--- config.mk ---
export PLATFORM = sky130hd
export DESIGN_NAME = norm1_seq
export DESIGN_NICKNAME = d
export VERILOG_FILES = /design/src/rtl/norm1_seq.sv
export SDC_FILE = /design/constraint.sdc
export NUM_CORES = 1
export LEC_CHECK = 0
export BUFFER_PORTS_ARGS = -buffer_cell sky130_fd_sc_hd__buf_4
export CORE_ASPECT_RATIO = 0.6
export CORE_MARGIN = 2
export CORE_UTILIZATION = 34
export CTS_BUF_LIST = sky130_fd_sc_hd__clkbuf_8
export DETAILED_ROUTE_END_ITERATION = 10
export MAX_ROUTING_LAYER = met4
export PLACE_DENSITY = 0.6
export SETUP_SLACK_MARGIN = 0.15
export SLEW_MARGIN = 0
export SYNTH_ARGS = -nofsm -noshare
export SYNTH_HDL_FRONTEND = slang
export SYNTH_SLANG_ARGS = --single-unit
--- constraint.sdc ---
create_clock -name clk -period 2.2 [get_ports clk]
set_input_delay 0.22 -clock clk [delete_from_list [all_inputs] [get_ports clk]]
set_output_delay 0.22 -clock clk [all_outputs]
set_load 0.02 [all_outputs]
--- src/rtl/norm1_seq.sv ---
// norm1_seq: turns one RMSNorm command into start1/start1_sum/start2 pulses.
// Optional watchdog enabled by defining NORM1_SEQ_TIMEOUT_EN.
module norm1_seq #(
  parameter int ADDR_W      = 10,
  parameter int TILE_W      = 6,
  parameter int ADDR_STRIDE = 1,
  parameter int TIMEOUT     = 64
) (
  input  logic              clk,
  input  logic              rst_n,
  input  logic              cmd_valid,
  output logic              cmd_ready,
  input  logic              cmd_prefill,
  input  logic [TILE_W-1:0] cmd_num_tiles,
  input  logic [ADDR_W-1:0] cmd_rd_base,
  input  logic [ADDR_W-1:0] cmd_wb_base,
  output logic              state_prefill,
  output logic              state_decode,
  output logic              start1,
  output logic              start1_sum,
  output logic              start2,
  input  logic              busy_norm1,
  output logic              sram_rd_en,
  output logic [ADDR_W-1:0] sram_rd_addr,
  output logic              wb_valid,
  output logic [ADDR_W-1:0] wb_addr,
  output logic              done,
  output logic              err_timeout
);

  localparam int CNT_W = $clog2(TIMEOUT + 1) + 1;
  localparam logic [CNT_W-1:0] CNT_MAX = '1;
  localparam logic [ADDR_W-1:0] STRIDE = ADDR_W'(ADDR_STRIDE);

  typedef enum logic [2:0] {
    IDLE, P1_ISS, P1_WAIT, SUM_ISS,
    SUM_WAIT, P2_ISS, P2_WAIT, DONE_S
  } state_t;

  state_t state, next_state;
  logic [TILE_W-1:0] tile, next_tile, num_tiles;
  logic [CNT_W-1:0] wait_cnt;
  logic prefill;
  logic [ADDR_W-1:0] rd_base, wb_base, offset;
  logic accept, in_wait, wait_exit, last, to_hit;

  assign accept = cmd_valid && (state == IDLE);
  assign in_wait = (state == P1_WAIT) || (state == SUM_WAIT)
                || (state == P2_WAIT);
  // First WAIT cycle ignores busy: the controller raises it one cycle late.
  assign wait_exit = in_wait && !busy_norm1 && (wait_cnt != '0);
  assign last = (tile == num_tiles - TILE_W'(1));
  assign offset = ADDR_W'(tile) * STRIDE;

`ifdef NORM1_SEQ_TIMEOUT_EN
  assign to_hit = in_wait && !wait_exit
               && (wait_cnt >= CNT_W'(TIMEOUT));
`else
  assign to_hit = 1'b0;
`endif

  always_comb begin
    next_state = state;
    next_tile  = tile;
    unique case (state)
      IDLE: if (cmd_valid) begin
        next_tile  = '0;
        next_state = (cmd_num_tiles == '0) ? DONE_S : P1_ISS;
      end
      P1_ISS: next_state = P1_WAIT;
      P1_WAIT: begin
        if (to_hit) next_state = DONE_S;
        else if (wait_exit) begin
          if (last) begin
            next_tile  = '0;
            next_state = SUM_ISS;
          end else begin
            next_tile  = tile + TILE_W'(1);
            next_state = P1_ISS;
          end
        end
      end
      SUM_ISS: next_state = SUM_WAIT;
      SUM_WAIT: begin
        if (to_hit) next_state = DONE_S;
        else if (wait_exit) next_state = P2_ISS;
      end
      P2_ISS: next_state = P2_WAIT;
      P2_WAIT: begin
        if (to_hit) next_state = DONE_S;
        else if (wait_exit) begin
          if (last) next_state = DONE_S;
          else begin
            next_tile  = tile + TILE_W'(1);
            next_state = P2_ISS;
          end
        end
      end
      DONE_S: if (wait_cnt != '0) next_state = IDLE;
      default: next_state = IDLE;
    endcase
  end

  always_ff @(posedge clk) begin
    if (!rst_n) begin
      state     <= IDLE;
      tile      <= '0;
      wait_cnt  <= '0;
      prefill   <= 1'b0;
      num_tiles <= '0;
      rd_base   <= '0;
      wb_base   <= '0;
    end else begin
      state <= next_state;
      tile  <= next_tile;
      if (state != next_state) wait_cnt <= '0;
      else if (wait_cnt != CNT_MAX) wait_cnt <= wait_cnt + CNT_W'(1);
      if (accept) begin
        prefill   <= cmd_prefill;
        num_tiles <= cmd_num_tiles;
        rd_base   <= cmd_rd_base;
        wb_base   <= cmd_wb_base;
      end
    end
  end

`ifdef NORM1_SEQ_TIMEOUT_EN
  logic err;
  always_ff @(posedge clk) begin
    if (!rst_n) err <= 1'b0;
    else if (accept) err <= 1'b0;
    else if (to_hit) err <= 1'b1;
  end
  assign err_timeout = err;
`else
  assign err_timeout = 1'b0;
`endif

  assign cmd_ready     = (state == IDLE);
  assign state_prefill = (state != IDLE) && prefill;
  assign state_decode  = (state != IDLE) && !prefill;
  assign start1        = (state == P1_ISS);
  assign start1_sum    = (state == SUM_ISS);
  assign start2        = (state == P2_ISS);
  assign sram_rd_en    = start1 || start2;
  assign sram_rd_addr  = sram_rd_en ? rd_base + offset : '0;
  assign wb_valid      = (state == P2_WAIT) && wait_exit;
  assign wb_addr       = wb_valid ? wb_base + offset : '0;
  // DONE lasts two cycles; done pulses on the second.
  assign done          = (state == DONE_S) && (wait_cnt != '0);

endmodule
# == Word level (Yosys, flattened, before mapping) ==
# Cells that the tools add are included.
# totals
input_bits,31
word_cells,63
out_inout_bits,30
register_bits,44
# classes
n_mux,17
bitwise,1
eq_ne,14
reduce_logical,19
addsub,5
# ops
operator,n
2-to-1 mux 6 bit,5
one-hot mux 3 bit (8 select lines),1
adder 10 x 6 -> 10 bit,2
2-to-1 mux 10 bit,2
2-to-1 mux 3 bit,6
one-hot mux 6 bit (3 select lines),1
== test 3 bit (second input constant),4
adder 8 x 1 -> 8 bit (second input constant),1
inequality test 2 bit (second input constant),4
inequality test 8 bit (second input constant),1
nonzero test 8 bit,1
logical AND 1 bit,7
adder 6 x 1 -> 6 bit (second input constant),1
== test 3 x 2 -> 1 bit (second input constant),2
== test 6 bit,1
zero test 6 bit,1
nonzero test 3 bit,2
subtractor 6 x 1 -> 6 bit (second input constant),1
AND reduction 5 bit,1
2-to-1 mux 2 bit,2
== test 3 x 1 -> 1 bit (second input constant),1
zero test 3 bit,1
logical OR 1 bit,3
inequality test 3 bit,1
3 further kinds,4

# == Longest topological paths before layout ==
# Gate-level depths: netlist of run 1.
# depth
word_depth,9
ltp_mapped,8
depth_no_buf,8

# == Worst setup path after synthesis of run 1 ==
# Ideal clock, no wire load.
# synth_path
kind,flip-flop to output port
start,reg tile[0]
end,out wb_addr[6]
path_slack_ns,0.016
path_buffers,0
stages_incl_launch_ff,9
t_arrival_ns,1.964
required_time_ns,1.980
path_cell_list,dfxtp_1 -> ha_1 -> fa_1 -> a21o_1 -> a21oi_1 -> o21bai_1 -> a21oi_1 -> xor2_1 -> nor2_1
# synth_via
elab_chain_len,2
# synth_lines
item,line_no,rtl
start: declaration,41,"logic [TILE_W-1:0] tile, next_tile, num_tiles;"
start signal: assignment,115,tile <= next_tile;
adder 10 x 6 -> 10 bit,148,assign wb_addr = wb_valid ? wb_base + offset : '0;
2-to-1 mux 10 bit,148,
end: declaration,26,"output logic [ADDR_W-1:0] wb_addr,"
# Every way passes these cells.

# == Worst setup path after layout of run 1 ==
# Same ends and word-level chain as after synthesis.

==> results.cfg, run 1 <==
[routing]
wl_met1_mm = 3.94
vias_per_cell = 4.88
wl_per_cell_um = 13.6
dr.max_layer_used = met4
wl_mm = 7.50
dr.pass1.iters = 4
drt_iter0_drc = 121
drtAntennaViolNets = 0
dr_wl_met3_um = 289
vias = 2684
drc = 0
met2WireLength_mm = 3.22

[die]
start_util_pct = 35.1
die-area_um2 = 8860
num_rows = 25
core-area_um2 = 7850
die_h_um = 73.7
ios = 61
fp.dieW_um = 120

[critical_path]
cpMostUsedCell = a21oi_2
slowest_delay_ns = 0.35
slowest_stage = dfxtp_2
cp-start-kind = flop
cp_top_family = compound AO/OA/AOI/OAI gates
arrival_ns = 2.18
crit_path_start = tile[0]$_SDFFE_PN0P_
worstPathRequired_ns = 1.98
path_buf_inv = 1
crit_chain = ha_2, fa_2, a21o_1, a21oi_2, o21bai_1, a21oi_2, xor2_1, nor2_2, buf_4
crit_fanout = 3
worstSetupPathType = flop to output pin
cp-end-kind = output pin
r2r-start = wait_cnt[1]$_SDFFE_PP0P_

[yosys]
synth_nets = 400
yosysMostFrequentCell = nand2_1
ys_warn_count = 0
syn_inst = 351
synth_edf_count = 0
synth_area_leaders = dfxtp_1 32%, nand2_1 9.0%, ha_1 7.3%, a21boi_0 5.7%, nor2_1 5.5%
syn-cell-area_um2 = 2750
synth.avg_cell_area_um2 = 7.84
ys.flop_type = dfxtp_1
synth_top_area_share_pct = 32.0
ys_ff_latch = 44
yosysSeqAreaShare_pct = 32.0
synth_cell_types = 45
ys_async_sr_fraction_pct = 0
synthTopCellsByCount = 66 x nand2_1, 44 x dfxtp_1, 40 x nor2_1, 21 x a21boi_0
synth_top_cell_by_area = dfxtp_1

[timing]
fin_worst_skew_ns = 0.00934
finalCriticalPeriod_ns = 2.40
worst_slack_ns = -0.204
fmax_mhz = 416
slew_violations = 0
hold_viol = 0
setup_viol = 12
rsz0062_at_grt = yes
fin_hold_ws_ns = 0.148
post-route-period-util_pct = 109

[clock_tree]
cts_htree_levels = 2
clk_pin_slew_ns = 0.09
cts_tree = built
numCtsBuffers = 5
clk_latency_ns = 0.31
cts.path.max_buffers = 2
clkSinkCount = 44
clock-root-buffer = clkbuf_8

[global_routing]
antenna_found_initial = 0
grt_overflow = 0
grt_use_total_pct = 18.3
grt_pass1_vias = 2525
grt_pass1_wl_mm = 12.4
grt_max_degree = 34

[run]
cap_violations = 0

[final_layout]
area_delta_synth_final_pct = 45.8
finalNetCount = 490
drive_gt1_share_pct = 38.7
n_antenna_cell = 0
final_core_util_pct = 51.1
n_fill_cell = 773

[run_status]
status = finished, violations left
failed_checks = setup timing

[place]
gp_congestion = 0.804
portBuffers = 59
hpwl_mm = 5.26

[power]
vdd_drop_max_mv = 0.214
power_density_nw_per_um2 = 480
p_leak_nw = 1.70

[worst_hold_path]
hold_class = input port to flop
worstHoldStart = cmd_rd_base[1]
[cell type report]
| class | instances | area, µm² | area share [%] |
|---|---|---|---|
| multi-input cells | 284 | 2070 | 51.7 |
| flip-flops and latches | 44 | 902 | 22.5 |
| repair buffers | 94 | 762 | 19.0 |
| well taps | 108 | 135 | 3.37 |
| clock buffers | 6 | 82.6 | 2.06 |
| inverters | 12 | 50.0 | 1.25 |
| clock inverters | 2 | 7.51 | 0.187 |
[flip-flops by register name, summed over array words and instances (netlist names)]
signal	cells
prefill	1
state	3
tile	6
wb_base	10
num_tiles	6
wait_cnt	8
rd_base	10
[logic make-up after synthesis]
family / count (synthesis) / share of synthesized area [%]
simple gates: 166 / 27.6
compound gates: 71 / 19.1
flops: 44 / 32.0
xor+xnor: 27 / 8.59
buf+inv: 24 / 3.82
fa+ha+maj: 18 / 8.73
other cells: 1 / 0.136
[timing repair]
action                                  in CTS  in global routing
hold buffers                                 0                  0
gates resized for setup                     62                 27
setup buffers                               11                  6
endpoints found under the hold margin        0                  0
cloned                                       0                  1
endpoints found under the setup margin      32                 33
pin swaps                                   23                 24
[stage by stage]
step / setup TNS [ns] / cell area [µm²] / total power [mW] / cells / worst slack, ns
5_1_grt: -2.98 / 4010 / 2.04 / 550 / -0.334
4_1_cts: -1.05 / 3840 / 1.90 / 543 / -0.224
3_3_place_gp: 0 / 3430 / 1.31 / 524 / 0.00212
6_report: -1.29 / 4010 / 1.93 / 550 / -0.204
3_5_place_dp: 0 / 3430 / 1.32 / 524 / 0.0208
2_1_floorplan: 0 / 2780 / 1.16 / 351 / 0.159
[per-layer routing]
layer | vias up | GRT usage (%)
li1 | 1381 | -
met1 | 1245 | 24.9
met2 | 53 | 27.7
met3 | 5 | 3.96
met4 | 0 | 4.31
met5 | - | -
[worst register-to-register path: cells and delay by family, from the launching register on]
kind,cells,cell delay [ns]
simple gates,2,0.27
compound gates,4,0.51
fa+ha+maj,1,0.15
flops,1,0.34
buf+inv,5,0.67
[path summary, 6_finish.rpt]
kind	end	slack, ns	cells past startpoint
max	wb_addr[6]	-0.20	9
min	rd_base[1]$_SDFFE_PN0P_	0.15	3
max reg2reg	tile[2]$_SDFFE_PN0P_	0.19	12
min reg2reg	rd_base[3]$_SDFFE_PN0P_	0.47	2
[layout by cell type (no fill, tap or decap), types with 5 or more instances in the layout]
cell type	netlist	layout
buf_4	1	79
nand2_1	66	65
nor2_1	40	33
dfxtp_1	44	31
a21boi_0	21	21
xor2_1	16	16
buf_6	1	15
dfxtp_2	0	11
nor3_1	12	10
ha_1	16	10
inv_1	12	9
xnor2_1	11	8
nand3_1	14	8
a21o_1	7	7
a21oi_2	0	7
nor2_2	0	6
nand3_2	0	6
and3_1	8	6
a21boi_1	6	6
clkbuf_8	0	6
a21oi_1	12	5
ha_4	0	5
[report_power, final]
| group | total, mW | internal [mW] | switching (mW) |
|---|---|---|---|
| clock network | 0.542 | 0.248 | 0.295 |
| logic | 0.493 | 0.234 | 0.259 |
| registers | 0.890 | 0.843 | 0.0475 |
| total | 1.93 | 1.32 | 0.601 |
(Power assumes the default switching activity.)
==> inputs of run 2 (changes only) <==
--- a/config.mk
+++ b/config.mk
@@ -8,11 +8,11 @@
 export BUFFER_PORTS_ARGS = -buffer_cell sky130_fd_sc_hd__buf_4
 export CORE_ASPECT_RATIO = 0.6
 export CORE_MARGIN = 2
-export CORE_UTILIZATION = 34
+export CORE_UTILIZATION = 55
 export CTS_BUF_LIST = sky130_fd_sc_hd__clkbuf_8
 export DETAILED_ROUTE_END_ITERATION = 10
 export MAX_ROUTING_LAYER = met4
-export PLACE_DENSITY = 0.6
+export PLACE_DENSITY = 0.85
 export SETUP_SLACK_MARGIN = 0.15
 export SLEW_MARGIN = 0
 export SYNTH_ARGS = -nofsm -noshare
==> constraint.sdc (replaced) <==
create_clock -name clk -period 2.5 [get_ports clk]
set_input_delay 0.25 -clock clk [delete_from_list [all_inputs] [get_ports clk]]
set_output_delay 0.25 -clock clk [all_outputs]
set_load 0.02 [all_outputs]
==> run 2 against run 1 <==
Effect of this change: the flow now finishes without violations; die area fell by 37%; register-to-register slack improved by 0.03 ns; cell area shrank 12%; total power is 17% lower; setup slack better by 0.28 ns; sequential cell count unchanged; critical path depth is the same; clock skew fell by 0.0019 ns; final cell count decreased by 12%; utilization up 24 points; via count up 0.56%; critical path type unchanged.
==> results.cfg, run 2 (synthesized netlist as in run 1, its figures left out) <==
[run_status]
status = finished, final reports clean

[power]
p_seq_share_pct = 49.0
p_leak_nw = 1.56
power_density_nw_per_um2 = 453
p_sw_mw = 0.480
power.total_mw = 1.59
switching_share_pct = 30.1
power.internal_mw = 1.11
power_frac_clock_pct = 28.4
vdd_drop_max_mv = 0.352
power.share.combinational_pct = 22.6

[routing]
drtAntennaViolNets = 0
dr.pass1.iters = 4
vias_per_cell = 5.56
drc = 0
wl_per_cell_um = 14.4
vias = 2699
drt_iter0_drc = 292
wl_mm = 7.00

[critical_path]
arrival_ns = 2.17
crit_fanout = 3
worstPathRequired_ns = 2.25
crit_path_end = sram_rd_addr[6]
cp-end-kind = output pin
r2r_end = tile[5]$_SDFFE_PN0P_
crit_path_start = tile[0]$_SDFFE_PN0P_
cp-start-kind = flop
r2r_slack_ns = 0.22
worstSetupPathType = flop to output pin
r2r_cells = 9
r2r-start = num_tiles[1]$_SDFFE_PN0P_

[place]
dpl.cell_count = 467
gp_congestion = 0.926
hpwl_mm = 5.00
portBuffers = 59

[timing]
hold_viol = 0
fin_hold_ws_ns = 0.197
slew_headroom_pct = 64.3
slew_violations = 0
post-route-period-util_pct = 97.0
fin_worst_skew_ns = 0.00746
setup_viol = 0
worst_pin_slew_ns = 0.535
fmax_mhz = 412
rsz0062_at_grt = yes
finalCriticalPeriod_ns = 2.42

[global_routing]
antenna_found_initial = 0
grt_max_degree = 34
grt_overflow = 0
grt_pass1_wl_mm = 10.9
grt_use_total_pct = 25.8
grt_pass1_vias = 2302

[die]
fp.dieW_um = 95.3
start_util_pct = 58.8
die-area_um2 = 5610
core-area_um2 = 4680
ios = 61
num_rows = 19
die_h_um = 58.8

[final_layout]
reg_top3 = rd_base x10, wb_base x10, wait_cnt x8
area_delta_synth_final_pct = 27.8
drive_gt1_share_pct = 24.9
n_fill_cell = 336
finalNetCount = 470
layout_common_cells = 75 x buf_4, 65 x nand2_1, 40 x nor2_1, 40 x dfxtp_1, 21 x a21boi_0
stdcell_count = 485
mostFrequentLayoutCell = buf_4
final_core_util_pct = 75.1
n_antenna_cell = 0

[clock_tree]
cts_tree = built
cts_htree_levels = 2
clk_pin_slew_ns = 0.08
clock-root-buffer = clkbuf_8
hold_buffers = 0
numCtsBuffers = 5
clk_latency_ns = 0.29
cts.path.max_buffers = 2
clkSinkCount = 44

[worst_hold_path]
hold_class = input port to flop

[run]
cap_violations = 0
==> run 2: cell types whose count changed in the layout (fill, tap and decap cells not counted), sizes merged <==
| cell | change |
|---|---|
| inv | +1 |
| buf | -19 |
| clkinv | -1 |
| nand2 | -1 |
==> run 2: metal layers <==
metal  GRT usage [%]  wire [µm]  share of wire, %
met1            36.2       3240                46
met2            39.3       3100                44
met3            4.99        593               8.5
met4            4.97         72               1.0
met5               -          0                 0
==> run 2: worst min path at each step <==
stage          cells past startpoint                 endpoint  slack [ns]                    start
3_5_place_dp                       2  rd_base[9]$_SDFFE_PN0P_        0.46  rd_base[9]$_SDFFE_PN0P_
4_1_cts                            3  wb_base[9]$_SDFFE_PN0P_        0.19           cmd_wb_base[9]
5_1_grt                            3  wb_base[9]$_SDFFE_PN0P_        0.20           cmd_wb_base[9]
2_1_floorplan                      2  rd_base[9]$_SDFFE_PN0P_        0.38           cmd_rd_base[9]
6_report                           3  wb_base[9]$_SDFFE_PN0P_        0.20           cmd_wb_base[9]
3_3_place_gp                       2  wb_base[4]$_SDFFE_PN0P_        0.45  wb_base[4]$_SDFFE_PN0P_
==> run 2: power groups by stage <==
stage                     clock network [mW]  logic, mW  registers [mW]
after global routing                   0.499      0.397           0.787
final                                  0.453      0.360           0.781
after floorplan                            0      0.230           0.788
after CTS                              0.463      0.353           0.779
after detailed placement                   0      0.347           0.796
after global placement                     0      0.339           0.794
==> run 2: metrics by stage <==
step | cell area [µm²] | setup TNS (ns) | worst slack, ns
after floorplan | 2750 | 0 | 0.286
after global placement | 3260 | 0 | 0.178
after detailed placement | 3260 | 0 | 0.115
after CTS | 3420 | 0 | 0.0511
after global routing | 3520 | -0.0744 | -0.0430
final | 3520 | 0 | 0.0757
==> run 2: final cells by class <==
| cell class | instances | area [µm²] | share of cell area [%] |
|---|---|---|---|
| multi-input combinational | 283 | 1850 | 52.6 |
| sequential | 44 | 891 | 25.3 |
| timing repair buffer | 75 | 563 | 16.0 |
| clock buffer | 6 | 82.6 | 2.35 |
| tap | 63 | 78.8 | 2.24 |
| inverter | 12 | 45.0 | 1.28 |
| clock inverter | 2 | 7.51 | 0.213 |
==> run 2: what timing repair did <==
item,in CTS,in global routing
cloned,0,0
pin swaps,9,9
endpoints found under the setup margin,15,15
buffers inserted,3,7
gates resized for setup,16,11
==> run 2: critical path, cell delays in order (launching register included) <==
cell,delay (ns)
dfxtp_4,0.38
ha_4,0.17
fa_2,0.35
a21o_1,0.17
a21oi_2,0.20
o21bai_1,0.09
a21oi_1,0.15
xor2_1,0.16
nor2_1,0.05
buf_4,0.17
==> inputs of run 3 (changes only) <==
--- a/config.mk
+++ b/config.mk
@@ -6,7 +6,7 @@
 export NUM_CORES = 1
 export LEC_CHECK = 0
 export BUFFER_PORTS_ARGS = -buffer_cell sky130_fd_sc_hd__buf_4
-export CORE_ASPECT_RATIO = 0.6
+export CORE_ASPECT_RATIO = 1.2
 export CORE_MARGIN = 2
 export CORE_UTILIZATION = 55
 export CTS_BUF_LIST = sky130_fd_sc_hd__clkbuf_8
==> run 3 against run 2 <==
Effect of this change: the flow now finishes with violations (setup timing); clock power is 66% higher; combinational power barely moved; clock-buffer cell count fell by 1; via count fell by 0.74%; setup slack got worse by 0.095 ns; total power up 19%; largest cell class unchanged; highest routed layer unchanged.
==> results.cfg, run 3 (synthesized netlist as in run 1, its figures left out) <==
[run_status]
status = finished, violations left
failed_checks = setup timing

[power]
p_seq_share_pct = 41.3
p_leak_nw = 1.59
switching_share_pct = 26.3
power_density_nw_per_um2 = 531
vdd_drop_max_mv = 0.377
power.share.combinational_pct = 19.0
p_sw_mw = 0.499
power.internal_mw = 1.40
power_frac_clock_pct = 39.8

[clock_tree]
cts_tree = built
numCtsBuffers = 5
clk_latency_ns = 0.30
clk_pin_slew_ns = 0.09
cts.path.max_buffers = 2
cts_htree_levels = 2
clkSinkCount = 44
clock-root-buffer = clkbuf_8

[routing]
wl_mm = 7.02
drt_iter0_drc = 101
dr.pass1.iters = 4
drtAntennaViolNets = 0
vias_per_cell = 5.55
wl_per_cell_um = 14.5
vias = 2679
drc = 0

[final_layout]
mostFrequentLayoutCell = buf_4
reg_top3 = rd_base x10, wb_base x10, wait_cnt x8
n_fill_cell = 361
final_core_util_pct = 73.4
stdcell_count = 483
drive_gt1_share_pct = 25.8
area_delta_synth_final_pct = 29.8
n_antenna_cell = 0
finalNetCount = 471
layout_common_cells = 76 x buf_4, 65 x nand2_1, 40 x nor2_1, 39 x dfxtp_1, 21 x a21boi_0

[die]
start_util_pct = 56.5
ios = 61
num_rows = 28
die-area_um2 = 5590
die_h_um = 81.5
core-area_um2 = 4870
fp.dieW_um = 68.6

[timing]
post-route-period-util_pct = 101
finalCriticalPeriod_ns = 2.52
rsz0062_at_grt = yes
worst_slack_ns = -0.0195
setup_viol = 1
slew_violations = 0
hold_viol = 0
fin_worst_skew_ns = 0.00547
fmax_mhz = 397

[critical_path]
worstPathRequired_ns = 2.25
cp-start-kind = flop
crit_fanout = 4
cp-end-kind = output pin
worstSetupPathType = flop to output pin
arrival_ns = 2.27

[worst_hold_path]
hold_class = input port to flop

[global_routing]
antenna_found_initial = 0
grt_overflow = 0
grt_pass1_vias = 2492
grt_max_degree = 34
grt_use_total_pct = 27.7
grt_pass1_wl_mm = 11.3

[place]
hpwl_mm = 4.88
portBuffers = 59
gp_congestion = 0.839
dpl.cell_count = 465

[run]
cap_violations = 0
==> run 3: power by group through the flow <==
stage	combinational, mW	clock [mW]	sequential, mW
CTS	0.350	0.760	0.781
finish	0.360	0.754	0.783
global route	0.398	0.790	0.789
detailed placement	0.345	0	0.799
floorplan	0.230	0	0.788
global placement	0.336	0	0.796
==> run 3: worst max-delay path: stages (launching register included) <==
cell and delay (ns):
dfxtp_4 0.37, ha_4 0.17, fa_2 0.37, a21o_1 0.17
a21oi_2 0.17, o21bai_1 0.09, a21oi_2 0.15, xor2_1 0.21
nor2_1 0.08, buf_4 0.16
==> run 3: final timing paths <==
check	from	endpoint	slack, ns	depth (start not counted)
setup / recovery	tile[0]$_SDFFE_PN0P_	wb_addr[6]	-0.02	9
hold reg to reg	rd_base[9]$_SDFFE_PN0P_	rd_base[9]$_SDFFE_PN0P_	0.48	2
setup reg to reg	num_tiles[0]$_SDFFE_PN0P_	tile[5]$_SDFFE_PN0P_	0.26	9
hold / removal	cmd_wb_base[7]	wb_base[7]$_SDFFE_PN0P_	0.19	3
==> run 3: layout make-up <==
type                    count  area [µm²]  area share, %
well taps                  60        75.1           2.10
clock buffers               5        68.8           1.93
repair buffers             76         571           16.0
multi-input cells         283        1830           51.2
flip-flops and latches     44         892           25.0
inverters                  12        45.0           1.26
clock inverters             3        90.1           2.52
==> run 3: layer usage <==
layer	vias to the layer above	track usage, %	share of wire [%]
met3	26	4.93	3.3
met1	1264	32.1	43
met4	0	12.6	3.2
met5	-	-	0
met2	54	46.0	50
li1	1335	-	-
==> run 3: repair_timing <==
| action | 4_1_cts | 5_1_grt |
|---|---|---|
| resized for setup | 15 | 11 |
| setup buffers | 7 | 3 |
| hold buffers | 0 | 0 |
| endpoints found under the setup margin | 14 | 18 |
| pin swaps | 8 | 10 |
==> run 3: per-stage QoR <==
step | instance area (µm²) | hold WS (ns) | setup slack [ns] | total power, mW | TNS, ns
floorplan | 2750 | 0.385 | 0.286 | 1.02 | 0
global placement | 3260 | 0.455 | 0.161 | 1.13 | 0
detailed placement | 3260 | 0.464 | 0.103 | 1.14 | 0
CTS | 3520 | 0.186 | 0.0487 | 1.89 | 0
global route | 3570 | 0.191 | -0.100 | 1.98 | -0.211
finish | 3570 | 0.191 | -0.0195 | 1.90 | -0.0195
